--- config.mk ---
export PLATFORM = sky130hd
export DESIGN_NAME = id_ex_stage
export DESIGN_NICKNAME = d
export VERILOG_FILES = /design/src/rtl/id_ex_stage.sv
export SDC_FILE = /design/constraint.sdc
export NUM_CORES = 1
export LEC_CHECK = 0
export BUFFER_PORTS_ARGS = -buffer_cell sky130_fd_sc_hd__clkbuf_2
export CORE_ASPECT_RATIO = 0.6
export CORE_MARGIN = 8
export CORE_UTILIZATION = 35
export DETAILED_ROUTE_END_ITERATION = 10
export GPL_ROUTABILITY_DRIVEN = 0
export HOLD_SLACK_MARGIN = 0.15
export PLACE_DENSITY_LB_ADDON = 0.2
export SYNTH_ARGS = -nofsm -noshare
export SYNTH_HDL_FRONTEND = slang
export SYNTH_SLANG_ARGS = --single-unit
--- constraint.sdc ---
create_clock -name clk_i -period 11.6 [get_ports clk_i]
set_clock_uncertainty 0.15 [all_clocks]
set_input_delay 1.16 -clock clk_i [delete_from_list [all_inputs] [get_ports clk_i]]
set_output_delay 1.16 -clock clk_i [all_outputs]
set_load 0.05 [all_outputs]
--- src/rtl/id_ex_stage.sv ---
// id_ex_stage: ID/EX pipeline register.
//   The register file and decoder feed this stage. Each cycle it captures the
//   operands, immediate, register addresses and control bits for EX.
//   It detects load-use hazards: it inserts one bubble and stalls IF/ID for
//   that cycle. It also honours branch flush and EX-side hold, and it counts
//   the load-use bubbles it has inserted.
// Ports:
//   clk_i, rst_i            clock (rising edge), async active-high reset
//   valid_i .. MemtoReg_i   decoded instruction from ID
//   flush_i                 kill the instruction in ID (branch taken)
//   hold_i                  EX/MEM cannot accept; freeze this stage
//   valid_o .. MemtoReg_o   registered copies for EX
//   stall_o                 combinational; freeze PC and IF/ID this cycle
//   bubble_cnt_o            saturating count of load-use bubbles since reset
module id_ex_stage #(
    parameter int DATA_W  = 32,
    parameter int ADDR_W  = 5,
    parameter int ALUOP_W = 3,
    parameter int CNT_W   = 16
) (
    input  logic               clk_i,
    input  logic               rst_i,
    input  logic               valid_i,
    input  logic [DATA_W-1:0]  RSdata_i,
    input  logic [DATA_W-1:0]  RTdata_i,
    input  logic [DATA_W-1:0]  imm_i,
    input  logic [ADDR_W-1:0]  RSaddr_i,
    input  logic [ADDR_W-1:0]  RTaddr_i,
    input  logic [ADDR_W-1:0]  RDaddr_i,
    input  logic [ALUOP_W-1:0] ALUOp_i,
    input  logic               ALUSrc_i,
    input  logic               RegWrite_i,
    input  logic               MemRead_i,
    input  logic               MemWrite_i,
    input  logic               MemtoReg_i,
    input  logic               flush_i,
    input  logic               hold_i,
    output logic               valid_o,
    output logic [DATA_W-1:0]  RSdata_o,
    output logic [DATA_W-1:0]  RTdata_o,
    output logic [DATA_W-1:0]  imm_o,
    output logic [ADDR_W-1:0]  RSaddr_o,
    output logic [ADDR_W-1:0]  RTaddr_o,
    output logic [ADDR_W-1:0]  RDaddr_o,
    output logic [ALUOP_W-1:0] ALUOp_o,
    output logic               ALUSrc_o,
    output logic               RegWrite_o,
    output logic               MemRead_o,
    output logic               MemWrite_o,
    output logic               MemtoReg_o,
    output logic               stall_o,
    output logic [CNT_W-1:0]   bubble_cnt_o
);

    // One bundle for the whole stage. A bubble is this bundle all zero.
    typedef struct packed {
        logic               valid;
        logic [DATA_W-1:0]  rs_data;
        logic [DATA_W-1:0]  rt_data;
        logic [DATA_W-1:0]  imm;
        logic [ADDR_W-1:0]  rs_addr;
        logic [ADDR_W-1:0]  rt_addr;
        logic [ADDR_W-1:0]  rd_addr;
        logic [ALUOP_W-1:0] alu_op;
        logic               alu_src;
        logic               reg_write;
        logic               mem_read;
        logic               mem_write;
        logic               mem_to_reg;
    } id_ex_t;

    id_ex_t d, q;
    logic   lu;

    assign d = '{valid: valid_i, rs_data: RSdata_i, rt_data: RTdata_i, imm: imm_i,
                 rs_addr: RSaddr_i, rt_addr: RTaddr_i, rd_addr: RDaddr_i,
                 alu_op: ALUOp_i, alu_src: ALUSrc_i, reg_write: RegWrite_i,
                 mem_read: MemRead_i, mem_write: MemWrite_i, mem_to_reg: MemtoReg_i};

    // A load in EX whose destination is read by the instruction in ID.
    // r0 is hardwired, so it never creates a dependency.
    assign lu = q.valid & q.mem_read & (q.rd_addr != '0) & valid_i &
                ((RSaddr_i == q.rd_addr) | (RTaddr_i == q.rd_addr));

    // A flushed instruction is dead, so it cannot cause a stall.
    assign stall_o = hold_i | (lu & ~flush_i);

    always_ff @(posedge clk_i or posedge rst_i) begin
        if (rst_i) begin
            q <= '0;
        end else if (hold_i) begin
            q <= q;
        end else if (flush_i || lu) begin
            q <= '0;
        end else begin
            q <= d;
        end
    end

    // The counter counts only bubbles caused by a load-use hazard.
    // It saturates instead of wrapping.
    always_ff @(posedge clk_i or posedge rst_i) begin
        if (rst_i) begin
            bubble_cnt_o <= '0;
        end else if (!hold_i && !flush_i && lu && (bubble_cnt_o != {CNT_W{1'b1}})) begin
            bubble_cnt_o <= bubble_cnt_o + 1'b1;
        end
    end

    assign valid_o    = q.valid;
    assign RSdata_o   = q.rs_data;
    assign RTdata_o   = q.rt_data;
    assign imm_o      = q.imm;
    assign RSaddr_o   = q.rs_addr;
    assign RTaddr_o   = q.rt_addr;
    assign RDaddr_o   = q.rd_addr;
    assign ALUOp_o    = q.alu_op;
    assign ALUSrc_o   = q.alu_src;
    assign RegWrite_o = q.reg_write;
    assign MemRead_o  = q.mem_read;
    assign MemWrite_o = q.mem_write;
    assign MemtoReg_o = q.mem_to_reg;

endmodule
==> impl_metrics.json, run 1 <==
{
  "place_area_sq_mm": 0.00678,
  "synth_area_sq_mm": 0.00540,
  "grt_setup_unrepaired": "no",
  "drc": 0,
  "yosysTopAreaCellShare_pct": 63.0,
  "pwr-share-comb_pct": 18.7,
  "grt_start_max_net_pins": 121,
  "holdWs_ps": 339,
  "placed_cells": 804,
  "critPathCaptureType": "output port",
  "antenna_found_initial": 0,
  "final_area_sq_mm": 0.00736,
  "path_clk_slew_ps": 60,
  "slew_headroom_pct": 14.0,
  "switching_share_pct": 30.9,
  "port_buffers": 260,
  "wl_per_cell_um": 20.3,
  "synthMuxAreaShare_pct": 0.209,
  "cpMostUsedCell": "clkbuf_2",
  "drv_slew": 0,
  "vdd_drop_max_mv": 0.0830,
  "seq_power_share_pct": 40.5,
  "crit_path_max_fanout": 16,
  "seq_area_sq_mm": 0.00340,
  "ant_nets": 0,
  "fillers": 1385,
  "synth_top_cell_by_area": "dfrtp_1",
  "slowest_stage": "clkbuf_2",
  "reg2reg_slack_ps": 8510,
  "maxCapViolCount": 0,
  "worstSetupPathType": "in2out",
  "core-area_sq_mm": 0.0152,
  "first_iter_violations": 289,
  "clk_latency_ps": 400,
  "dieArea_sq_mm": 0.0198,
  "ios": 261,
  "syn2layout_area_growth_pct": 36.3,
  "min_period_ps": 3770,
  "grt_pass1_wl_um": 27000,
  "synth_cells": 378,
  "crit_path_cell_trace": "clkbuf_2, xnor2_1, nand3_1, o22ai_1, buf_4, nand2b_4, o21bai_1, clkbuf_2",
  "nNetsFinal": 745,
  "instances_no_fill": 835,
  "grt-ovfl-total": 0,
  "switching_power_uw": 403,
  "synthDistinctLibCells": 28,
  "setup_viol": 0,
  "cts_buffers": 17,
  "required_ps": 10290,
  "ys_seq_area_share_pct": 63.0,
  "cp_slowest_stage_delay_ps": 300,
  "crit_family": "buffers and inverters",
  "drtPass1Iterations": 4,
  "synth-compound-area-share_pct": 23.2,
  "vias_per_cell": 5.36,
  "grt_use_total_pct": 16.9,
  "crit_arrival_ps": 2460,
  "cp-start-kind": "input pin",
  "drive_above_1_share_pct": 47.8,
  "multiInputGateArea_sq_mm": 0.00176,
  "grt_pass1_vias": 4827,
  "tightest_slew_ps": 1290,
  "pwr_density_cell_mw_per_mm2": 177,
  "synth_top_family_by_area": "compound AO/OA/AOI/OAI gates",
  "hold_path_class": "reg2reg",
  "tns_ps": 0,
  "critPathBufInv": 3,
  "min_period_over_period_pct": 32.5,
  "clockPowerShare_pct": 40.8,
  "rows": 35,
  "yosys_warnings": 0,
  "hold_buffers": 0,
  "fp.dieH_um": 112,
  "floorplan.initialDensity_pct": 35.5,
  "synth-simple-area-share_pct": 4.75,
  "run_status": "completed",
  "power.internal_uw": 900,
  "p_total_uw": 1300,
  "synth_seq_cells": 136,
  "post_cts_buffers": 0,
  "root_buffer": "clkbuf_16",
  "routed_wl_um": 16900,
  "syn_avg_cell_area_sq_um": 14.3,
  "p_leak_uw": 0.00365,
  "hpwlAfterDp_um": 11700,
  "diodes": 0,
  "fmax_mhz": 266,
  "hold_viol": 0,
  "vias": 4472,
  "synth_xor_area_share_pct": 4.06,
  "cts-resized-gates": 0,
  "htreeDepth": 4,
  "synth_adder_area_share_pct": 0.232,
  "clkSinkCount": 136,
  "die_w_um": 176,
  "syn-num-nets": 503,
  "cts_tree": "done",
  "clockBufferDepth": 2,
  "synth_area_leaders": "dfrtp_1 63%, a32o_1 22%, xnor2_1 4.1%"
}
-- state kept, by name, summed over array words and instances, names as in the netlist --
name / flops
RTdata_o: 32
ALUSrc_o: 1
RSdata_o: 32
RTaddr_o: 5
valid_o: 1
bubble_cnt_o: 16
ALUOp_o: 3
RDaddr_o: 5
RegWrite_o: 1
RSaddr_o: 5
MemRead_o: 1
MemWrite_o: 1
MemtoReg_o: 1
imm_o: 32
-- power groups by stage --
stage	Clock (uW)	Sequential (uW)	Combinational [uW]
6_report	532	528	243
5_1_grt	568	532	257
4_1_cts	546	528	247
3_5_place_dp	0	536	247
3_3_place_gp	0	534	244
2_1_floorplan	0	650	54.8
-- path summary, 6_finish.rpt --
path | startpoint | to | cells past startpoint
min in group asynchronous | rst_i | imm_o[11]$_DFFE_PP0N_ | 2
hold / removal | imm_o[3]$_DFFE_PP0N_ | imm_o[3]$_DFFE_PP0N_ | 1
setup / recovery | RSaddr_i[4] | stall_o | 8
max in group asynchronous | rst_i | ALUOp_o[1]$_DFFE_PP0N_ | 3
setup reg to reg | RDaddr_o[2]$_DFFE_PP0N_ | imm_o[19]$_DFFE_PP0N_ | 5
hold reg to reg | imm_o[3]$_DFFE_PP0N_ | imm_o[3]$_DFFE_PP0N_ | 1
-- placed cells by master, fill, tap and decap left out, types with 2 or more instances in the layout --
cell / n
clkbuf_2: 259
dfrtp_1: 136
a32o_1: 120
xnor2_1: 25
clkbuf_16: 17
nand3_1: 13
nand2_1: 8
buf_4: 7
and3_1: 5
and4_1: 4
nand4_1: 4
clkinv_2: 4
inv_6: 3
nor3_1: 3
and2_1: 2
clkbuf_8: 2
bufinv_16: 2
clkinv_4: 2
-- stage by stage --
step / setup WS, ps / utilization, %
after detailed placement: 7720 / 44.6
after global placement: 7820 / 44.6
final: 7830 / 48.4
after global routing: 7760 / 48.4
after CTS: 7840 / 48.4
after floorplan: 6650 / -
-- metal layers --
layer,up-vias,routed length (um),track usage [%]
met1,2250,7210,20.7
li1,2008,-,-
met2,198,7620,25.8
met4,0,199,4.85
met5,-,0,0
met3,16,1910,8.41
-- cells in the mapped netlist (all sizes together) --
cell     count
nor2         1
nand3b       1
a32o       120
nor3         3
a2111oi      1
and4         4
mux2         1
o22ai        1
nand4        4
inv          1
or4          1
xnor2       25
o21bai       1
dfrtp      136
and2         2
and3         5
clkbuf      29
buf         14
or2          1
nand3       13
a211oi       1
nand2        8
o2111ai      1
nand2b       1
nand4b       1
a21oi        1
ha           1
-- layout make-up --
type	instances	area share (%)
sequential	136	46.3
multi-input combinational	198	24.0
timing repair buffer	266	18.3
clock buffer	20	6.21
tap	203	3.45
clock inverter	11	1.67
inverter	1	0.119
-- kinds of logic after synthesis --
kind of cell,count (synthesis)
compound gates,126
xor+xnor,25
fa+ha+maj,1
buf+inv,44
flops,136
mux,1
simple gates,45
Note: power is estimated with default switching activity, not from simulation.
==> run 2, diff against run 1 <==
==> constraint.sdc (replaced) <==
create_clock -name clk_i -period 3.5 [get_ports clk_i]
set_clock_uncertainty 0.15 [all_clocks]
set_input_delay 0.35 -clock clk_i [delete_from_list [all_inputs] [get_ports clk_i]]
set_output_delay 0.35 -clock clk_i [all_outputs]
set_load 0.05 [all_outputs]
==> run 2 against run 1 <==
Net effect: setup slack got worse by 7500 ps; wire length up 12%; final cell count rose by 15%; combinational power rose to 3.8 times the previous value; first-iteration DRC count is 28% higher; die area did not move; register-to-register slack worse by 7700 ps; critical path type unchanged.
==> impl_metrics.json, run 2 (synthesis results as in run 1) <==
{
  "syn2layout_area_growth_pct": 61.3,
  "final_cell_mix": "259 x clkbuf_2, 136 x dfrtp_1, 121 x dlygate4sd3_1",
  "p_leak_uw": 0.00420,
  "clk_latency_ps": 410,
  "crit_path_max_fanout": 47,
  "clockPowerShare_pct": 43.0,
  "reg2reg_to": "ALUOp_o[1]$_DFFE_PP0N_",
  "power.internal_uw": 3340,
  "die_w_um": 176,
  "fp.dieH_um": 112,
  "nNetsFinal": 868,
  "hold_buffers": 121,
  "wl_per_cell_um": 19.9,
  "slowest_stage": "dlygate4sd3_1",
  "seq_power_share_pct": 37.2,
  "hold_viol": 0,
  "rows": 35,
  "drc": 0,
  "routed_wl_um": 19000,
  "vias_per_cell": 5.28,
  "core-area_sq_mm": 0.0152,
  "holdWs_ps": 275,
  "floorplan.initialDensity_pct": 35.5,
  "hold_path_class": "in2reg",
  "grt_pass1_wl_um": 30400,
  "cts_tree": "done",
  "slew_headroom_pct": 29.8,
  "first_iter_violations": 370,
  "drv_slew": 0,
  "diodes": 0,
  "grt_use_total_pct": 19.0,
  "vdd_drop_max_mv": 0.252,
  "dieArea_sq_mm": 0.0198,
  "crit_arrival_ps": 2650,
  "top_layer": "met4",
  "antenna_found_initial": 0,
  "crit_end": "stall_o",
  "run_status": "completed",
  "cpMostUsedCell": "clkbuf_2",
  "ios": 261,
  "port_buffers": 260,
  "grt_pass1_vias": 5568,
  "clockBufferDepth": 2,
  "ant_nets": 0,
  "worstSetupPathType": "in2out",
  "required_ps": 3000,
  "post_cts_buffers": 0,
  "pwr-share-comb_pct": 19.8,
  "crit_path_cell_trace": "dlygate4sd3_1, clkbuf_2, xnor2_1, nand3_1, o22ai_1, buf_4, nand2b_4, o21bai_1, clkbuf_2",
  "htreeDepth": 4,
  "critPathLaunch": "RSaddr_i[4]",
  "fillers": 1239,
  "hpwlAfterDp_um": 12300,
  "clkSinkCount": 136,
  "maxCapViolCount": 0,
  "grt_setup_unrepaired": "no",
  "cts_buffers": 17,
  "grt_start_max_net_pins": 100,
  "min_period_ps": 3150,
  "grt-ovfl-total": 0,
  "critPathCaptureType": "output port",
  "cp-start-kind": "input pin",
  "drtPass1Iterations": 4,
  "reg2reg_slack_ps": 790,
  "root_buffer": "clkbuf_16",
  "switching_share_pct": 29.0,
  "vias": 5057,
  "drt-met1-wl_um": 7800,
  "wl_met2_um": 8970,
  "tightest_slew_ps": 1050,
  "cp_slowest_stage_delay_ps": 550,
  "drive_above_1_share_pct": 40.2,
  "tns_ps": 0,
  "min_period_over_period_pct": 89.9,
  "path_clk_slew_ps": 60,
  "cts-resized-gates": 0,
  "pwr_density_cell_mw_per_mm2": 540,
  "fmax_mhz": 318,
  "setup_viol": 0,
  "timing.rr.start": "RDaddr_o[1]$_DFFE_PP0N_",
  "dr_wl_met3_um": 1870,
  "reg2reg_depth": 5,
  "final_common_cell": "clkbuf_2",
  "switching_power_uw": 1360
}
## run 2: power by group through the flow
stage | logic, uW | clock network [uW] | registers [uW]
final | 931 | 2020 | 1750
after global routing | 981 | 2140 | 1760
after CTS | 935 | 2070 | 1750
after detailed placement | 826 | 0 | 1780
after global placement | 816 | 0 | 1770
after floorplan | 182 | 0 | 2150
## run 2: how the worst min path moves through the flow
stage | end | slack (ps) | startpoint | depth (start not counted)
final | RSdata_o[18]$_DFFE_PP0N_ | 280 | hold_i | 2
after global routing | RSdata_o[30]$_DFFE_PP0N_ | 270 | hold_i | 2
after CTS | RSdata_o[18]$_DFFE_PP0N_ | 240 | hold_i | 2
after detailed placement | imm_o[15]$_DFFE_PP0N_ | 190 | rst_i | 2
after global placement | imm_o[9]$_DFFE_PP0N_ | 170 | rst_i | 2
after floorplan | RSaddr_o[1]$_DFFE_PP0N_ | 360 | RSaddr_i[1] | 1
## run 2: area by class of cell
| class | instances | area, sq um | area share [%] |
|---|---|---|---|
| multi-input cells | 198 | 1760 | 20.3 |
| well taps | 203 | 254 | 2.92 |
| repair buffers | 389 | 2610 | 30.0 |
| inverters | 1 | 7.51 | 0.0862 |
| flip-flops and latches | 136 | 3400 | 39.1 |
| clock buffers | 19 | 443 | 5.09 |
| clock inverters | 11 | 223 | 2.56 |
## run 2: stage by stage
| step | total power (uW) | setup WS [ps] | area, sq um | util (%) | std cells |
|---|---|---|---|---|---|
| after detailed placement | 2600 | 760 | 6830 | 44.9 | 806 |
| after floorplan | 2330 | 609 | 5400 | - | 378 |
| final | 4700 | 353 | 8710 | 57.3 | 957 |
| after CTS | 4750 | 330 | 8710 | 57.3 | 957 |
| after global routing | 4890 | 185 | 8710 | 57.3 | 957 |
| after global placement | 2590 | 795 | 6830 | 44.9 | 806 |
## run 2: critical path, delay by kind of cell
family,cells,cell delay (ps)
and+or+nand+nor,2,440
xor gates and xnor gates,1,180
AOI/OAI and AO/OA,2,420
buffers and inverters,4,1230
## run 2: layer usage
layer | track usage (%) | vias to the layer above
met5 | 0 | -
met4 | 6.47 | 0
met3 | 8.48 | 25
met2 | 30.3 | 209
met1 | 22.5 | 2564
li1 | - | 2259
